==> src/rtl/lcd_pkg.sv <==
// lcd_pkg: shared types, HD44780 command bytes, default timing constants and
// small helpers for the character-LCD bus scheduler.
//   - lcd_state_e      : scheduler FSM states
//   - LCD_* constants  : HD44780 command bytes used by init and requesters
//   - DEF_* constants  : default timing (clock counts at 50 MHz)
//   - init_rom()       : power-up init command sequence
//   - needs_long_gap() : true for commands that need the extended settle time
//   - max4()           : width helper for the shared timing counter
package lcd_pkg;

    typedef enum logic [2:0] {
        ST_PWRUP = 3'd0,
        ST_SETUP = 3'd1,
        ST_PULSE = 3'd2,
        ST_GAP   = 3'd3,
        ST_IDLE  = 3'd4
    } lcd_state_e;

    localparam logic [7:0] LCD_FUNC_SET = 8'h38;
    localparam logic [7:0] LCD_DISP_ON  = 8'h0E;
    localparam logic [7:0] LCD_CLEAR    = 8'h01;
    localparam logic [7:0] LCD_HOME     = 8'h02;
    localparam logic [7:0] LCD_HOME_ALT = 8'h03;
    localparam logic [7:0] LCD_ENTRY    = 8'h06;
    localparam logic [7:0] LCD_LINE2    = 8'hC0;

    localparam int unsigned DEF_EN_CYCLES       = 32'd50_000;
    localparam int unsigned DEF_GAP_CYCLES      = 32'd50_000;
    localparam int unsigned DEF_LONG_GAP_CYCLES = 32'd100_000;
    localparam int unsigned DEF_POWERUP_CYCLES  = 32'd750_000;

    // Init ROM: function set, display on, clear, entry mode.
    function automatic logic [7:0] init_rom(input logic [1:0] idx);
        logic [7:0] byte_v;
        case (idx)
            2'd0:    byte_v = LCD_FUNC_SET;
            2'd1:    byte_v = LCD_DISP_ON;
            2'd2:    byte_v = LCD_CLEAR;
            2'd3:    byte_v = LCD_ENTRY;
            default: byte_v = LCD_FUNC_SET;
        endcase
        return byte_v;
    endfunction

    // Clear and the two return-home encodings take far longer inside the
    // controller, so they get the long settle window.
    function automatic logic needs_long_gap(input logic rs, input logic [7:0] data);
        return (rs == 1'b0) &&
               ((data == LCD_CLEAR) || (data == LCD_HOME) || (data == LCD_HOME_ALT));
    endfunction

    function automatic int unsigned max4(input int unsigned a, input int unsigned b,
                                         input int unsigned c, input int unsigned d);
        int unsigned m;
        m = a;
        if (b > m) m = b;
        if (c > m) m = c;
        if (d > m) m = d;
        return m;
    endfunction

endpackage

==> src/rtl/lcd_rr_arbiter.sv <==
// lcd_rr_arbiter: 2-way round-robin grant selection.
//   clk, rst   : clock, asynchronous active-high reset
//   valid_i    : [0] requester 0 valid, [1] requester 1 valid
//   accept_i   : a grant was consumed this cycle; update last-served pointer
//   grant_o    : index of the requester currently granted (combinational)
// Last-served resets to 1 so requester 0 wins the first tie.
module lcd_rr_arbiter (
    input  logic       clk,
    input  logic       rst,
    input  logic [1:0] valid_i,
    input  logic       accept_i,
    output logic       grant_o
);

    logic last_q;
    logic last_d;
    logic grant_s;

    // Grant: a lone requester always wins; on a tie the one not served last wins.
    always_comb begin
        grant_s = ~last_q;
        case (valid_i)
            2'b01:   grant_s = 1'b0;
            2'b10:   grant_s = 1'b1;
            2'b11:   grant_s = ~last_q;
            default: grant_s = ~last_q;
        endcase
    end

    // Pointer next-state: remember whoever was just accepted.
    always_comb begin
        if (accept_i) begin
            last_d = grant_s;
        end else begin
            last_d = last_q;
        end
    end

    // Last-served pointer register.
    always_ff @(posedge clk or posedge rst) begin
        if (rst) begin
            last_q <= 1'b1;
        end else begin
            last_q <= last_d;
        end
    end

    assign grant_o = grant_s;

endmodule

==> src/rtl/lcd_bus_scheduler.sv <==
// lcd_bus_scheduler: owns the HD44780 bus. Runs power-up wait and the init
// sequence, then serves two requesters round-robin, emitting each byte as
// SETUP (RS/data valid, EN low) -> PULSE (EN high) -> GAP (EN low settle).
//   clk, rst                    : clock, asynchronous active-high reset
//   reqN_valid/rs/data (N=0,1)  : held stable by requester until reqN_ready
//   reqN_ready                  : combinational accept strobe
//   lcd_data, lcd_en, lcd_rs    : registered LCD pins; lcd_rw tied to 0
//   init_done                   : init sequence finished (sticky until reset)
//   busy                        : high in every state except IDLE
module lcd_bus_scheduler
    import lcd_pkg::*;
#(
    parameter int unsigned EN_CYCLES       = DEF_EN_CYCLES,
    parameter int unsigned GAP_CYCLES      = DEF_GAP_CYCLES,
    parameter int unsigned LONG_GAP_CYCLES = DEF_LONG_GAP_CYCLES,
    parameter int unsigned POWERUP_CYCLES  = DEF_POWERUP_CYCLES
) (
    input  logic       clk,
    input  logic       rst,
    input  logic       req0_valid,
    input  logic       req0_rs,
    input  logic [7:0] req0_data,
    output logic       req0_ready,
    input  logic       req1_valid,
    input  logic       req1_rs,
    input  logic [7:0] req1_data,
    output logic       req1_ready,
    output logic [7:0] lcd_data,
    output logic       lcd_en,
    output logic       lcd_rw,
    output logic       lcd_rs,
    output logic       init_done,
    output logic       busy
);

    localparam int unsigned MAX_CYC = max4(EN_CYCLES, GAP_CYCLES, LONG_GAP_CYCLES, POWERUP_CYCLES);
    localparam int unsigned CNT_W   = $clog2(MAX_CYC + 1);

    typedef logic [CNT_W-1:0] cnt_t;

    localparam cnt_t PWR_LAST  = cnt_t'(POWERUP_CYCLES - 1);
    localparam cnt_t EN_LAST   = cnt_t'(EN_CYCLES - 1);
    localparam cnt_t GAP_LAST  = cnt_t'(GAP_CYCLES - 1);
    localparam cnt_t LGAP_LAST = cnt_t'(LONG_GAP_CYCLES - 1);

    lcd_state_e state_q, state_d;
    cnt_t       cnt_q, cnt_d;
    logic [1:0] idx_q, idx_d;
    logic       init_done_q, init_done_d;
    logic       rs_q, rs_d;
    logic [7:0] data_q, data_d;
    logic       en_q;
    logic       busy_q;

    logic       grant_s;
    logic       can_accept_s;
    logic       ready0_s;
    logic       ready1_s;
    logic       accept_s;
    cnt_t       gap_last_s;

    lcd_rr_arbiter u_arb (
        .clk      (clk),
        .rst      (rst),
        .valid_i  ({req1_valid, req0_valid}),
        .accept_i (accept_s),
        .grant_o  (grant_s)
    );

    // Ready is derived from registered state/pointer plus the live valid.
    always_comb begin
        can_accept_s = (state_q == ST_IDLE) && init_done_q;
        ready0_s     = can_accept_s && (grant_s == 1'b0) && req0_valid;
        ready1_s     = can_accept_s && (grant_s == 1'b1) && req1_valid;
        accept_s     = ready0_s || ready1_s;
    end

    // Settle length depends on the byte currently held on the bus.
    always_comb begin
        if (needs_long_gap(rs_q, data_q)) begin
            gap_last_s = LGAP_LAST;
        end else begin
            gap_last_s = GAP_LAST;
        end
    end

    // Main sequencer next-state; the counter restarts at 0 on each state entry.
    always_comb begin
        state_d     = state_q;
        cnt_d       = cnt_q + 1'b1;
        idx_d       = idx_q;
        init_done_d = init_done_q;
        rs_d        = rs_q;
        data_d      = data_q;
        case (state_q)
            ST_PWRUP: begin
                if (cnt_q == PWR_LAST) begin
                    state_d = ST_SETUP;
                    cnt_d   = '0;
                    idx_d   = 2'd0;
                    rs_d    = 1'b0;
                    data_d  = init_rom(2'd0);
                end else begin
                    state_d = ST_PWRUP;
                end
            end
            ST_SETUP: begin
                state_d = ST_PULSE;
                cnt_d   = '0;
            end
            ST_PULSE: begin
                if (cnt_q == EN_LAST) begin
                    state_d = ST_GAP;
                    cnt_d   = '0;
                end else begin
                    state_d = ST_PULSE;
                end
            end
            ST_GAP: begin
                if (cnt_q == gap_last_s) begin
                    cnt_d = '0;
                    if (init_done_q) begin
                        state_d = ST_IDLE;
                    end else if (idx_q == 2'd3) begin
                        state_d     = ST_IDLE;
                        init_done_d = 1'b1;
                    end else begin
                        state_d = ST_SETUP;
                        idx_d   = idx_q + 2'd1;
                        rs_d    = 1'b0;
                        data_d  = init_rom(idx_q + 2'd1);
                    end
                end else begin
                    state_d = ST_GAP;
                end
            end
            ST_IDLE: begin
                cnt_d = '0;
                if (accept_s) begin
                    state_d = ST_SETUP;
                    if (grant_s) begin
                        rs_d   = req1_rs;
                        data_d = req1_data;
                    end else begin
                        rs_d   = req0_rs;
                        data_d = req0_data;
                    end
                end else begin
                    state_d = ST_IDLE;
                end
            end
            default: begin
                state_d = ST_PWRUP;
                cnt_d   = '0;
            end
        endcase
    end

    // State, counter, latched byte and registered pin/status outputs.
    always_ff @(posedge clk or posedge rst) begin
        if (rst) begin
            state_q     <= ST_PWRUP;
            cnt_q       <= '0;
            idx_q       <= 2'd0;
            init_done_q <= 1'b0;
            rs_q        <= 1'b0;
            data_q      <= 8'h00;
            en_q        <= 1'b0;
            busy_q      <= 1'b1;
        end else begin
            state_q     <= state_d;
            cnt_q       <= cnt_d;
            idx_q       <= idx_d;
            init_done_q <= init_done_d;
            rs_q        <= rs_d;
            data_q      <= data_d;
            en_q        <= (state_d == ST_PULSE);
            busy_q      <= (state_d != ST_IDLE);
        end
    end

    assign req0_ready = ready0_s;
    assign req1_ready = ready1_s;
    assign lcd_data   = data_q;
    assign lcd_rs     = rs_q;
    assign lcd_en     = en_q;
    assign lcd_rw     = 1'b0;
    assign init_done  = init_done_q;
    assign busy       = busy_q;

endmodule

==> config.mk <==
export PLATFORM = sky130hd
export DESIGN_NAME = lcd_bus_scheduler
export DESIGN_NICKNAME = d
export VERILOG_FILES = /design/src/rtl/lcd_pkg.sv /design/src/rtl/lcd_rr_arbiter.sv /design/src/rtl/lcd_bus_scheduler.sv
export SDC_FILE = /design/constraint.sdc
export NUM_CORES = 1
export LEC_CHECK = 0
export BUFFER_PORTS_ARGS = -buffer_cell sky130_fd_sc_hd__buf_2
export CORE_MARGIN = 8
export CORE_UTILIZATION = 45
export DETAILED_ROUTE_END_ITERATION = 7
export PLACE_DENSITY = 0.66
export SLEW_MARGIN = 30
export SYNTH_ARGS = -nofsm -noshare
export SYNTH_HDL_FRONTEND = slang
export SYNTH_SLANG_ARGS = --single-unit
==> constraint.sdc <==
create_clock -name clk -period 6.98 [get_ports clk]
set_clock_uncertainty 0.15 [all_clocks]
set_input_delay 1.396 -clock clk [delete_from_list [all_inputs] [get_ports clk]]
set_output_delay 1.396 -clock clk [all_outputs]
set_load 0.01 [all_outputs]
==> flow_summary_export.csv, run 1 <==
group,metric,value,unit
global_routing,grt_use_total,12.8,%
yosys,synth_top_area_share,42.2,%
pwr,switching_power,0.175,mW
timing,maxSlewHeadroom,65.2,%
pwr,vdd_drop_max,0.171,mV
setup_path,crit_start,"req0_valid",
yosys,synth_nets,255,
cts,postCtsHoldBufs,0,
floorplan,fp-row-count,25,
setup_path,cp_data_required_time,5.43,ns
routing,viasPerCell,5.21,
pwr,pwr-share-comb,22.1,%
setup_path,crit_path_end_kind,"output pin",
cts,cts_tree,"built",
global_routing,grt_pass1_vias,1649,
setup_path,ff2ff_setup_slack,4.34,ns
yosys,synth_cells,228,
global_routing,grt_pass1_wl,7510,um
setup_path,worstReg2RegEnd,"lcd_data[1]$_DFFE_PP0P_",
placement,gp_routability_congestion,0.823,
pwr,switching_share,31.2,%
setup_path,crit_type,"primary input to output pin",
pwr,p_leak,1.20,nW
global_routing,grt-ovfl-total,0,
pwr,power.density,231,nW/um^2
placement,io_buffers,35,
job,maxCapViolations,0,
layout,antennaDiodeCount,0,
yosys,async_flop_share,100,%
routing,ant_nets,0,
floorplan,initial_utilization,45.8,%
yosys,synth_edf_count,0,
outcome,status,"complete, no violations",
global_routing,met3_usage,4.25,%
routing,num_vias,1661,
timing,min_period,4.04,ns
timing,max_freq,248,MHz
floorplan,die_x,84.9,um
setup_path,critPathMaxFanout,3,
pwr,clkPwrFrac,25.1,%
global_routing,antenna_found_initial,0,
timing,min_period_over_period,57.8,%
placement,placed_area,2350,um^2
floorplan,ios,37,
yosys,ys_seq_area_share,44.6,%
timing,rsz0062_at_grt,"false",
setup_path,r2r_start,"cnt_q[14]$_DFF_PP0_",
timing,finalMaxSlewViolations,0,
timing,hold_violations,0,
cts,cts_root_buffer,"clkbuf_8",
setup_path,arrival,2.49,ns
layout,final-seq-area,953,um^2
floorplan,core_region_area,4660,um^2
timing,worst_pin_slew,0.521,ns
yosys,netlist-cell-type-count,40,
layout,fill_cells,439,
cts,clk_path_buf_depth,2,
setup_path,crit_path_end,"req1_ready",
timing,setup_violations,0,
cts,clkSinkCount,38,
layout,design_area,2430,um^2
cts,cts_buffers,5,
setup_path,rr_worst_depth,6,
yosys,synthTopCellsByArea,"dfrtp_1, nor2_1, xnor2_1",
layout,drive_above_1_share,23.0,%
layout,nets,292,
routing,drt-pass1-iter-count,4,
routing,drc,0,
cts,cts_max_level,2,
yosys,ys.flop_type,"dfrtp_1",
layout,area_growth,13.9,%
cts,cts_setup_buffers,0,
routing,routed_wl,4320,um
yosys,netlist_area,2140,um^2
pwr,p_int,0.386,mW
floorplan,die_area,7210,um^2
yosys,synth_area_leader_cell,"dfrtp_1",
placement,hpwl,3200,um
timing,tns,0,ns
routing,wire_per_inst,13.5,um
routing,first_iter_violations,77,
layout,multi_input_area,1090,um^2
setup_path,startpoint_type,"primary input",
floorplan,dieHeight,84.9,um
global_routing,gr-usage-met2,20.8,%
yosys,postSynthAreaPerCell,9.37,um^2
yosys,ys_warn_count,0,
cts,cts.reportedPaths.clkPinSlew,0.07,ns
hold_path,hp-class,"register to register",
global_routing,grt_max_degree,39,
global_routing,met1_usage,15.2,%
cts,cts_resized,0,
cts,insertion_delay,0.29,ns
global_routing,busiest_layer,"met2",
pwr,seqPwrFrac,52.9,%
yosys,yosys_register_bits,38,
[power by group through the flow]
stage | logic, mW | registers, mW | clock network [mW]
2_1_floorplan | 0.0837 | 0.299 | 0
3_3_place_gp | 0.123 | 0.300 | 0
3_5_place_dp | 0.126 | 0.300 | 0
4_1_cts | 0.126 | 0.296 | 0.147
5_1_grt | 0.145 | 0.302 | 0.156
6_report | 0.124 | 0.297 | 0.141
[layout by cell type, fill, tap and decap left out, drive strengths merged, types with 6 or more instances in the layout]
cell type,instances
inv,13
nand4,6
buf,37
nor2,42
mux2i,10
nand2,12
xor2,6
xnor2,12
a21oi,9
dfrtp,36
nor3,10
nand3,9
mux2,9
[kinds of logic (layout without fill, tap and decap cells)]
kind of cell,Yosys count,after routing,share of synthesized area [%]
AND/OR/NAND/NOR,101,101,23.2
flip-flops,38,38,44.6
AO/OA/AOI/OAI,26,26,8.08
buffers and inverters,20,57,4.16
multiplexers,19,19,9.43
XOR/XNOR,18,18,7.38
adder cells (fa/ha/maj),5,5,2.93
other,1,1,0.176
[worst min path at each step]
stage                            start                  to  slack (ns)  cells past startpoint
finish              cnt_q[0]$_DFF_PP0_  cnt_q[0]$_DFF_PP0_        0.33                      1
global route        cnt_q[0]$_DFF_PP0_  cnt_q[0]$_DFF_PP0_        0.35                      1
CTS                 cnt_q[0]$_DFF_PP0_  cnt_q[0]$_DFF_PP0_        0.34                      1
detailed placement  cnt_q[0]$_DFF_PP0_  cnt_q[0]$_DFF_PP0_        0.33                      1
global placement    cnt_q[0]$_DFF_PP0_  cnt_q[0]$_DFF_PP0_        0.32                      1
floorplan           cnt_q[0]$_DFF_PP0_  cnt_q[0]$_DFF_PP0_        0.30                      1
[metrics by stage]
stage | utilization, % | setup slack (ns) | hold slack [ns] | cells | total power, mW
2_1_floorplan | - | 3.15 | 0.298 | 228 | 0.383
3_3_place_gp | 50.5 | 2.98 | 0.321 | 312 | 0.423
3_5_place_dp | 50.5 | 2.95 | 0.328 | 312 | 0.426
4_1_cts | 52.2 | 2.94 | 0.338 | 319 | 0.569
5_1_grt | 52.2 | 2.87 | 0.355 | 319 | 0.603
6_report | 52.2 | 2.94 | 0.334 | 319 | 0.562
[sequential cells by signal, indices dropped and copies added (netlist names)]
signal,count
cnt_q,20
lcd_data,8
state_q,3
idx_q,2
busy,1
init_done,1
lcd_en,1
lcd_rs,1
u_arb.last_q,1
[cell type report]
cell class	instances	share of cell area, %
clock buffers	5	2.83
clock inverters	2	0.412
inverters	13	2.01
multi-input cells	170	45.0
flip-flops and latches	38	39.2
well taps	54	2.78
repair buffers	37	7.82
[synth_stat cells (all sizes together), types with 3 or more instances]
master / count
dfrtp: 36
buf: 4
ha: 5
nor3: 10
xnor2: 12
nand4: 6
clkbuf: 3
inv: 13
o21ai: 5
mux2: 9
nor4: 5
xor2: 6
nand2: 12
mux2i: 10
a21oi: 9
nor2: 42
a21o: 5
nand2b: 5
nand3: 9
[worst max-delay path, cell delays in order]
cell	delay [ns]
buf_2	0.08
inv_1	0.03
ha_1	0.29
nand2b_1	0.18
a21bo_2	0.24
nor2_1	0.11
buf_2	0.15
[routing by layer]
layer | up-vias | part of all wire (%)
met5 | - | 0
met4 | 0 | 1.6
met3 | 7 | 6.5
met2 | 40 | 47
met1 | 765 | 45
li1 | 849 | -
Power figures use the tool's default switching activity.
==> run 2: changes to the inputs <==
--- a/config.mk
+++ b/config.mk
@@ -9,7 +9,7 @@
 export CORE_MARGIN = 8
 export CORE_UTILIZATION = 45
 export DETAILED_ROUTE_END_ITERATION = 7
-export PLACE_DENSITY = 0.66
+export PLACE_DENSITY = 0.69
 export SLEW_MARGIN = 30
 export SYNTH_ARGS = -nofsm -noshare
 export SYNTH_HDL_FRONTEND = slang
==> constraint.sdc (replaced) <==
create_clock -name clk -period 3.6 [get_ports clk]
set_clock_uncertainty 0.15 [all_clocks]
set_input_delay 0.72 -clock clk [delete_from_list [all_inputs] [get_ports clk]]
set_output_delay 0.72 -clock clk [all_outputs]
set_load 0.01 [all_outputs]
==> run 2 against run 1 <==
  * Clock-buffer cell count grew 3
  * Register-to-register slack worse by 3.4 ns
  * Setup slack worse by 2.0 ns
  * First-iteration DRC count fell by 6.5%
  * Cell area increased by 1.3%
  * Critical path depth down 1
  * Critical endpoint is now lcd_data[0]$_DFFE_PP0P_
==> flow_summary_export.csv, run 2 (same netlist as run 1, synthesis figures left out) <==
group,metric,value,unit
routing,drt-pass1-iter-count,4,
floorplan,core_region_area,4660,um^2
global_routing,grt_pass1_wl,7580,um
cts,cts_buffers,5,
floorplan,dieHeight,84.9,um
timing,hold_violations,0,
global_routing,grt_use_total,12.8,%
timing,min_period_over_period,74.9,%
cts,cts.reportedPaths.clkPinSlew,0.07,ns
global_routing,antenna_found_initial,0,
cts,cts_resized,0,
layout,drive_above_1_share,23.3,%
cts,cts_setup_buffers,0,
layout,multi_input_area,1090,um^2
hold_path,hp-class,"register to register",
timing,holdWs,0.332,ns
routing,drt-met1-wl,1990,um
cts,clkSinkCount,38,
layout,nets,292,
timing,worst_pin_slew,0.524,ns
routing,drc,0,
layout,top_register,"cnt_q",
global_routing,grt-ovfl-total,0,
routing,ant_nets,0,
placement,hpwl,3260,um
setup_path,cp_data_required_time,3.62,ns
layout,final-seq-area,953,um^2
routing,viasPerCell,5.33,
setup_path,crit_path_end_kind,"register",
hold_path,min_from,"cnt_q[0]$_DFF_PP0_",
timing,min_period,2.69,ns
setup_path,ff2ff_setup_slack,0.91,ns
floorplan,die_x,84.9,um
setup_path,max_stage_delay,0.51,ns
setup_path,worstReg2RegEnd,"lcd_data[0]$_DFFE_PP0P_",
cts,insertion_delay,0.29,ns
setup_path,crit_type,"register to register",
cts,clk_path_buf_depth,2,
timing,tns,0,ns
setup_path,critical_path.cell_chain,"nand4b_1 -> or4b_1 -> mux2i_1 -> nand4_2 -> a21oi_4 -> mux2_2",
job,maxCapViolations,0,
cts,postCtsHoldBufs,0,
outcome,status,"complete, no violations",
routing,first_iter_violations,72,
placement,gp_routability_congestion,0.846,
timing,finalMaxSlewViolations,0,
pwr,power.density,469,nW/um^2
floorplan,fp-row-count,25,
layout,final_common_cell,"nor2_1",
floorplan,ios,37,
hold_path,holdPathEnd,"cnt_q[0]$_DFF_PP0_",
timing,maxSlewHeadroom,65.1,%
routing,dr_wl_met2,2040,um
routing,routed_wl,4380,um
setup_path,rr_worst_depth,6,
routing,wire_per_inst,13.7,um
global_routing,grt_max_degree,39,
timing,layout_setup_ws,0.905,ns
layout,area_growth,15.3,%
placement,place_ws,0.627,ns
pwr,vdd_drop_max,0.317,mV
cts,cts_root_buffer,"clkbuf_8",
timing,setup_violations,0,
floorplan,initial_utilization,45.8,%
routing,met3_length,299,um
pwr,p_leak,1.21,nW
placement,io_buffers,35,
setup_path,critPathMaxFanout,9,
hold_path,whs_path_depth,1,
cts,cts_max_level,2,
layout,antennaDiodeCount,0,
layout,fill_cells,430,
setup_path,startpoint_type,"register",
timing,rsz0062_at_grt,"false",
routing,route.top_layer_used,"met4",
cts,cts_tree,"built",
layout,final_cell_mix,"nor2_1, dfrtp_1, buf_2, inv_1",
setup_path,r2r_start,"cnt_q[14]$_DFF_PP0_",
timing,max_freq,371,MHz
floorplan,die_area,7210,um^2
routing,num_vias,1704,
setup_path,arrival,2.72,ns
global_routing,grt_pass1_vias,1668,
layout,largest_reg_flops,20,
setup_path,cp_slowest_cell,"or4b_1",
==> run 2: cell types whose count changed in the layout (fill, tap and decap cells not counted), sizes merged <==
cell / delta
clkinv: -2
clkbuf: +3
==> run 2: how the worst max path moves through the flow <==
| stage | start | endpoint | slack [ns] |
|---|---|---|---|
| final | cnt_q[14]$_DFF_PP0_ | lcd_data[0]$_DFFE_PP0P_ | 0.91 |
| after global routing | cnt_q[14]$_DFF_PP0_ | lcd_data[0]$_DFFE_PP0P_ | 0.76 |
| after CTS | req0_valid | req1_ready | 0.90 |
| after detailed placement | req0_valid | lcd_data[5]$_DFFE_PP0P_ | 0.63 |
| after global placement | req0_valid | lcd_data[6]$_DFFE_PP0P_ | 0.70 |
| after floorplan | req0_valid | lcd_data[0]$_DFFE_PP0P_ | 0.93 |
==> run 2: critical path, delay by kind of cell, from the launching register on <==
| kind | cells | cell delay (ns) |
|---|---|---|
| flip-flops | 1 | 0.47 |
| AND/OR/NAND/NOR | 3 | 0.99 |
| AO/OA/AOI/OAI | 1 | 0.40 |
| multiplexers | 2 | 0.56 |
==> run 2: per-stage QoR <==
step	power, mW	util, %	instances	instance area (um^2)
global route	1.23	52.9	320	2460
global placement	0.818	50.5	312	2350
floorplan	0.742	-	228	2140
finish	1.15	52.9	320	2460
detailed placement	0.828	50.5	312	2350
CTS	1.17	52.9	320	2460
==> run 2: cell type report <==
| cell class | count | share of cell area [%] |
|---|---|---|
| repair buffers | 37 | 7.72 |
| clock buffers | 8 | 4.47 |
| well taps | 54 | 2.74 |
| multi-input cells | 170 | 44.4 |
| inverters | 13 | 1.98 |
| flip-flops and latches | 38 | 38.7 |
==> run 2: layer usage <==
metal	vias to the layer above	GRT usage (%)
met5	-	0
li1	854	-
met2	36	21.4
met4	0	3.88
met1	807	14.9
met3	7	4.73
==> run 2: power breakdown <==
group | internal (mW) | switching (mW)
registers | 0.500 | 0.0788
logic | 0.119 | 0.121
clock network | 0.193 | 0.142
==> run 3: changes to the inputs <==
--- a/config.mk
+++ b/config.mk
@@ -5,11 +5,12 @@
 export SDC_FILE = /design/constraint.sdc
 export NUM_CORES = 1
 export LEC_CHECK = 0
+export ABC_AREA = 1
 export BUFFER_PORTS_ARGS = -buffer_cell sky130_fd_sc_hd__buf_2
 export CORE_MARGIN = 8
 export CORE_UTILIZATION = 45
 export DETAILED_ROUTE_END_ITERATION = 7
-export PLACE_DENSITY = 0.69
+export PLACE_DENSITY = 0.68
 export SLEW_MARGIN = 30
 export SYNTH_ARGS = -nofsm -noshare
 export SYNTH_HDL_FRONTEND = slang
==> constraint.sdc (replaced) <==
create_clock -name clk -period 2.23 [get_ports clk]
set_clock_uncertainty 0.15 [all_clocks]
set_input_delay 0.446 -clock clk [delete_from_list [all_inputs] [get_ports clk]]
set_output_delay 0.446 -clock clk [all_outputs]
set_load 0.01 [all_outputs]
==> run 3 against run 2 <==
  * Routed wire length up 27%
  * Non-clock buffer count up 2
  * Global-route usage up 1.1 points
  * Utilization down 1.7 points
  * Die area up 13%
  * Cell area up 13%
  * Register-to-register slack worse by 0.69 ns
  * Largest cell class unchanged
  * Highest routed layer unchanged
==> flow_summary_export.csv, run 3 <==
group,metric,value,unit
cts,cts_max_level,2,
global_routing,grt_pass1_wl,9400,um
pwr,switching_share,22.2,%
layout,drive_above_1_share,18.4,%
routing,wire_per_inst,12.3,um
setup_path,rr_worst_depth,11,
yosys,synth_top_area_share,36.2,%
hold_path,hp-class,"primary input to asynchronous set/reset pin",
timing,rsz0062_at_grt,"false",
timing,holdWs,0.108,ns
routing,drt-pass1-iter-count,4,
yosys,netlist-cell-type-count,34,
floorplan,ios,37,
setup_path,crit_start,"req0_valid",
layout,fill_cells,548,
yosys,synthTopCellsByArea,"dfrtp_1, nand2_1, inv_1",
routing,ant_nets,0,
yosys,ys_seq_area_share,38.3,%
pwr,switching_power,0.274,mW
cts,clkSinkCount,38,
floorplan,die_area,8170,um^2
yosys,async_flop_share,100,%
timing,max_freq,480,MHz
routing,num_vias,2185,
yosys,synth_cells,342,
cts,cts_setup_buffers,0,
placement,io_buffers,35,
yosys,synth_commonest_cells,"nand2_1, inv_1, nor2_1, dfrtp_1, nand3_1",
global_routing,antenna_found_initial,0,
yosys,ys_warn_count,0,
floorplan,fp-row-count,27,
cts,cts_tree,"built",
yosys,synth_edf_count,0,
routing,first_iter_violations,139,
setup_path,cp_data_required_time,1.63,ns
pwr,power.density,443,nW/um^2
yosys,yosysMostFrequentCell,"nand2_1",
placement,hpwl,4300,um
pwr,vdd_drop_max,0.241,mV
global_routing,grt_pass1_vias,2038,
layout,nets,406,
routing,routed_wl,5550,um
timing,min_period,2.08,ns
cts,postCtsHoldBufs,0,
setup_path,startpoint_type,"primary input",
timing,min_period_over_period,93.5,%
setup_path,crit_type,"primary input to output pin",
cts,cts_buffers,5,
setup_path,crit_path_end_kind,"output pin",
yosys,synth_nets,369,
timing,tns,0,ns
routing,drc,0,
layout,top_register,"cnt_q",
placement,gp_routability_congestion,0.884,
setup_path,arrival,1.49,ns
yosys,postSynthAreaPerCell,7.28,um^2
yosys,ys.flop_type,"dfrtp_1",
outcome,status,"complete, no violations",
cts,insertion_delay,0.29,ns
floorplan,core_region_area,5440,um^2
global_routing,grt-ovfl-total,0,
pwr,p_leak,1.53,nW
floorplan,die_x,90.4,um
yosys,synth_area_leader_cell,"dfrtp_1",
timing,hold_violations,0,
timing,worst_pin_slew,0.533,ns
floorplan,dieHeight,90.4,um
layout,final_cell_mix,"nand2_1, inv_1, nor2_1, dfrtp_1, buf_2",
global_routing,grt_max_degree,39,
cts,cts.reportedPaths.clkPinSlew,0.07,ns
pwr,pwr-share-comb,4.7,%
cts,cts_root_buffer,"clkbuf_8",
setup_path,ff2ff_setup_slack,0.22,ns
layout,largest_reg_flops,20,
routing,viasPerCell,4.83,
timing,finalMaxSlewViolations,0,
layout,antennaDiodeCount,0,
cts,cts_resized,0,
setup_path,critPathMaxFanout,4,
yosys,netlist_area,2490,um^2
layout,final_common_cell,"nand2_1",
pwr,clkPwrFrac,39.5,%
pwr,seqPwrFrac,55.8,%
global_routing,grt_use_total,13.9,%
setup_path,r2r_start,"cnt_q[0]$_DFF_PP0_",
job,maxCapViolations,0,
yosys,yosys_register_bits,38,
cts,clk_path_buf_depth,2,
setup_path,worstReg2RegEnd,"idx_q[1]$_DFFE_PP0P_",
pwr,total_power,1.23,mW
timing,setup_violations,0,
layout,area_growth,11.9,%
floorplan,initial_utilization,45.8,%
timing,maxSlewHeadroom,64.1,%
pwr,p_int,0.961,mW
-- run 3: cell count changes after synthesis, moves of 6 or more --
cell     before  now
a21oi_1       8    1
nand2_1      12   86
mux2_2        9    0
xnor2_1      12    1
inv_2         0    6
mux2i_1      10    0
nand3_1       9   22
inv_1        13   54
o21ai_0       5   20
nand4_1       5   18
-- run 3: worst max-delay path, cell delays in order --
cell and delay (ns):
buf_2 0.09, inv_1 0.04, ha_1 0.30, o21ai_1 0.26, inv_2 0.08, nand3_2 0.11
inv_1 0.04, buf_2 0.13
-- run 3: worst max-delay path by stage --
stage	endpoint	cells past startpoint
final	req1_ready	8
after global routing	idx_q[0]$_DFFE_PP0P_	11
after CTS	req1_ready	8
after detailed placement	lcd_data[2]$_DFFE_PP0P_	11
after global placement	lcd_data[1]$_DFFE_PP0P_	11
after floorplan	lcd_data[4]$_DFFE_PP0P_	11
-- run 3: cell type report --
| type | count | area, um^2 | area share, % |
|---|---|---|---|
| multi-input combinational | 235 | 1220 | 43.8 |
| sequential | 38 | 953 | 34.2 |
| inverter | 60 | 225 | 8.09 |
| timing repair buffer | 39 | 205 | 7.37 |
| tap | 72 | 90.1 | 3.23 |
| clock buffer | 7 | 86.3 | 3.10 |
| clock inverter | 1 | 5.00 | 0.180 |
-- run 3: logic make-up after synthesis --
group / Yosys count / synth area share [%]
compound gates: 27 / 5.73
xor+xnor: 12 / 4.22
fa+ha+maj: 5 / 2.51
buf+inv: 69 / 12.7
flops: 38 / 38.3
other cells: 1 / 0.151
simple gates: 190 / 36.4
-- run 3: power groups by stage --
stage	registers, mW	clock network, mW	logic, mW
after floorplan	0.702	0	0.0288
after detailed placement	0.702	0	0.0597
after global routing	0.689	0.534	0.0665
after CTS	0.689	0.505	0.0597
after global placement	0.702	0	0.0580
final	0.689	0.488	0.0581
-- run 3: through the flow --
| step | cell area (um^2) | util, % | std cells | worst slack [ns] |
|---|---|---|---|---|
| global route | 2790 | 51.2 | 452 | 0.0367 |
| finish | 2790 | 51.2 | 452 | 0.145 |
| global placement | 2690 | 49.5 | 444 | 0.102 |
| CTS | 2790 | 51.2 | 452 | 0.139 |
| floorplan | 2490 | - | 342 | 0.219 |
| detailed placement | 2690 | 49.5 | 444 | 0.0277 |
-- run 3: per-layer routing --
metal | routed length (um) | vias to the layer above | track usage [%] | part of all wire, %
met5 | 0 | - | 0 | 0
met4 | 62 | 0 | 4.30 | 1.1
met3 | 251 | 6 | 4.32 | 4.5
met2 | 2550 | 40 | 21.3 | 46
met1 | 2680 | 992 | 18.1 | 48
li1 | - | 1147 | - | -
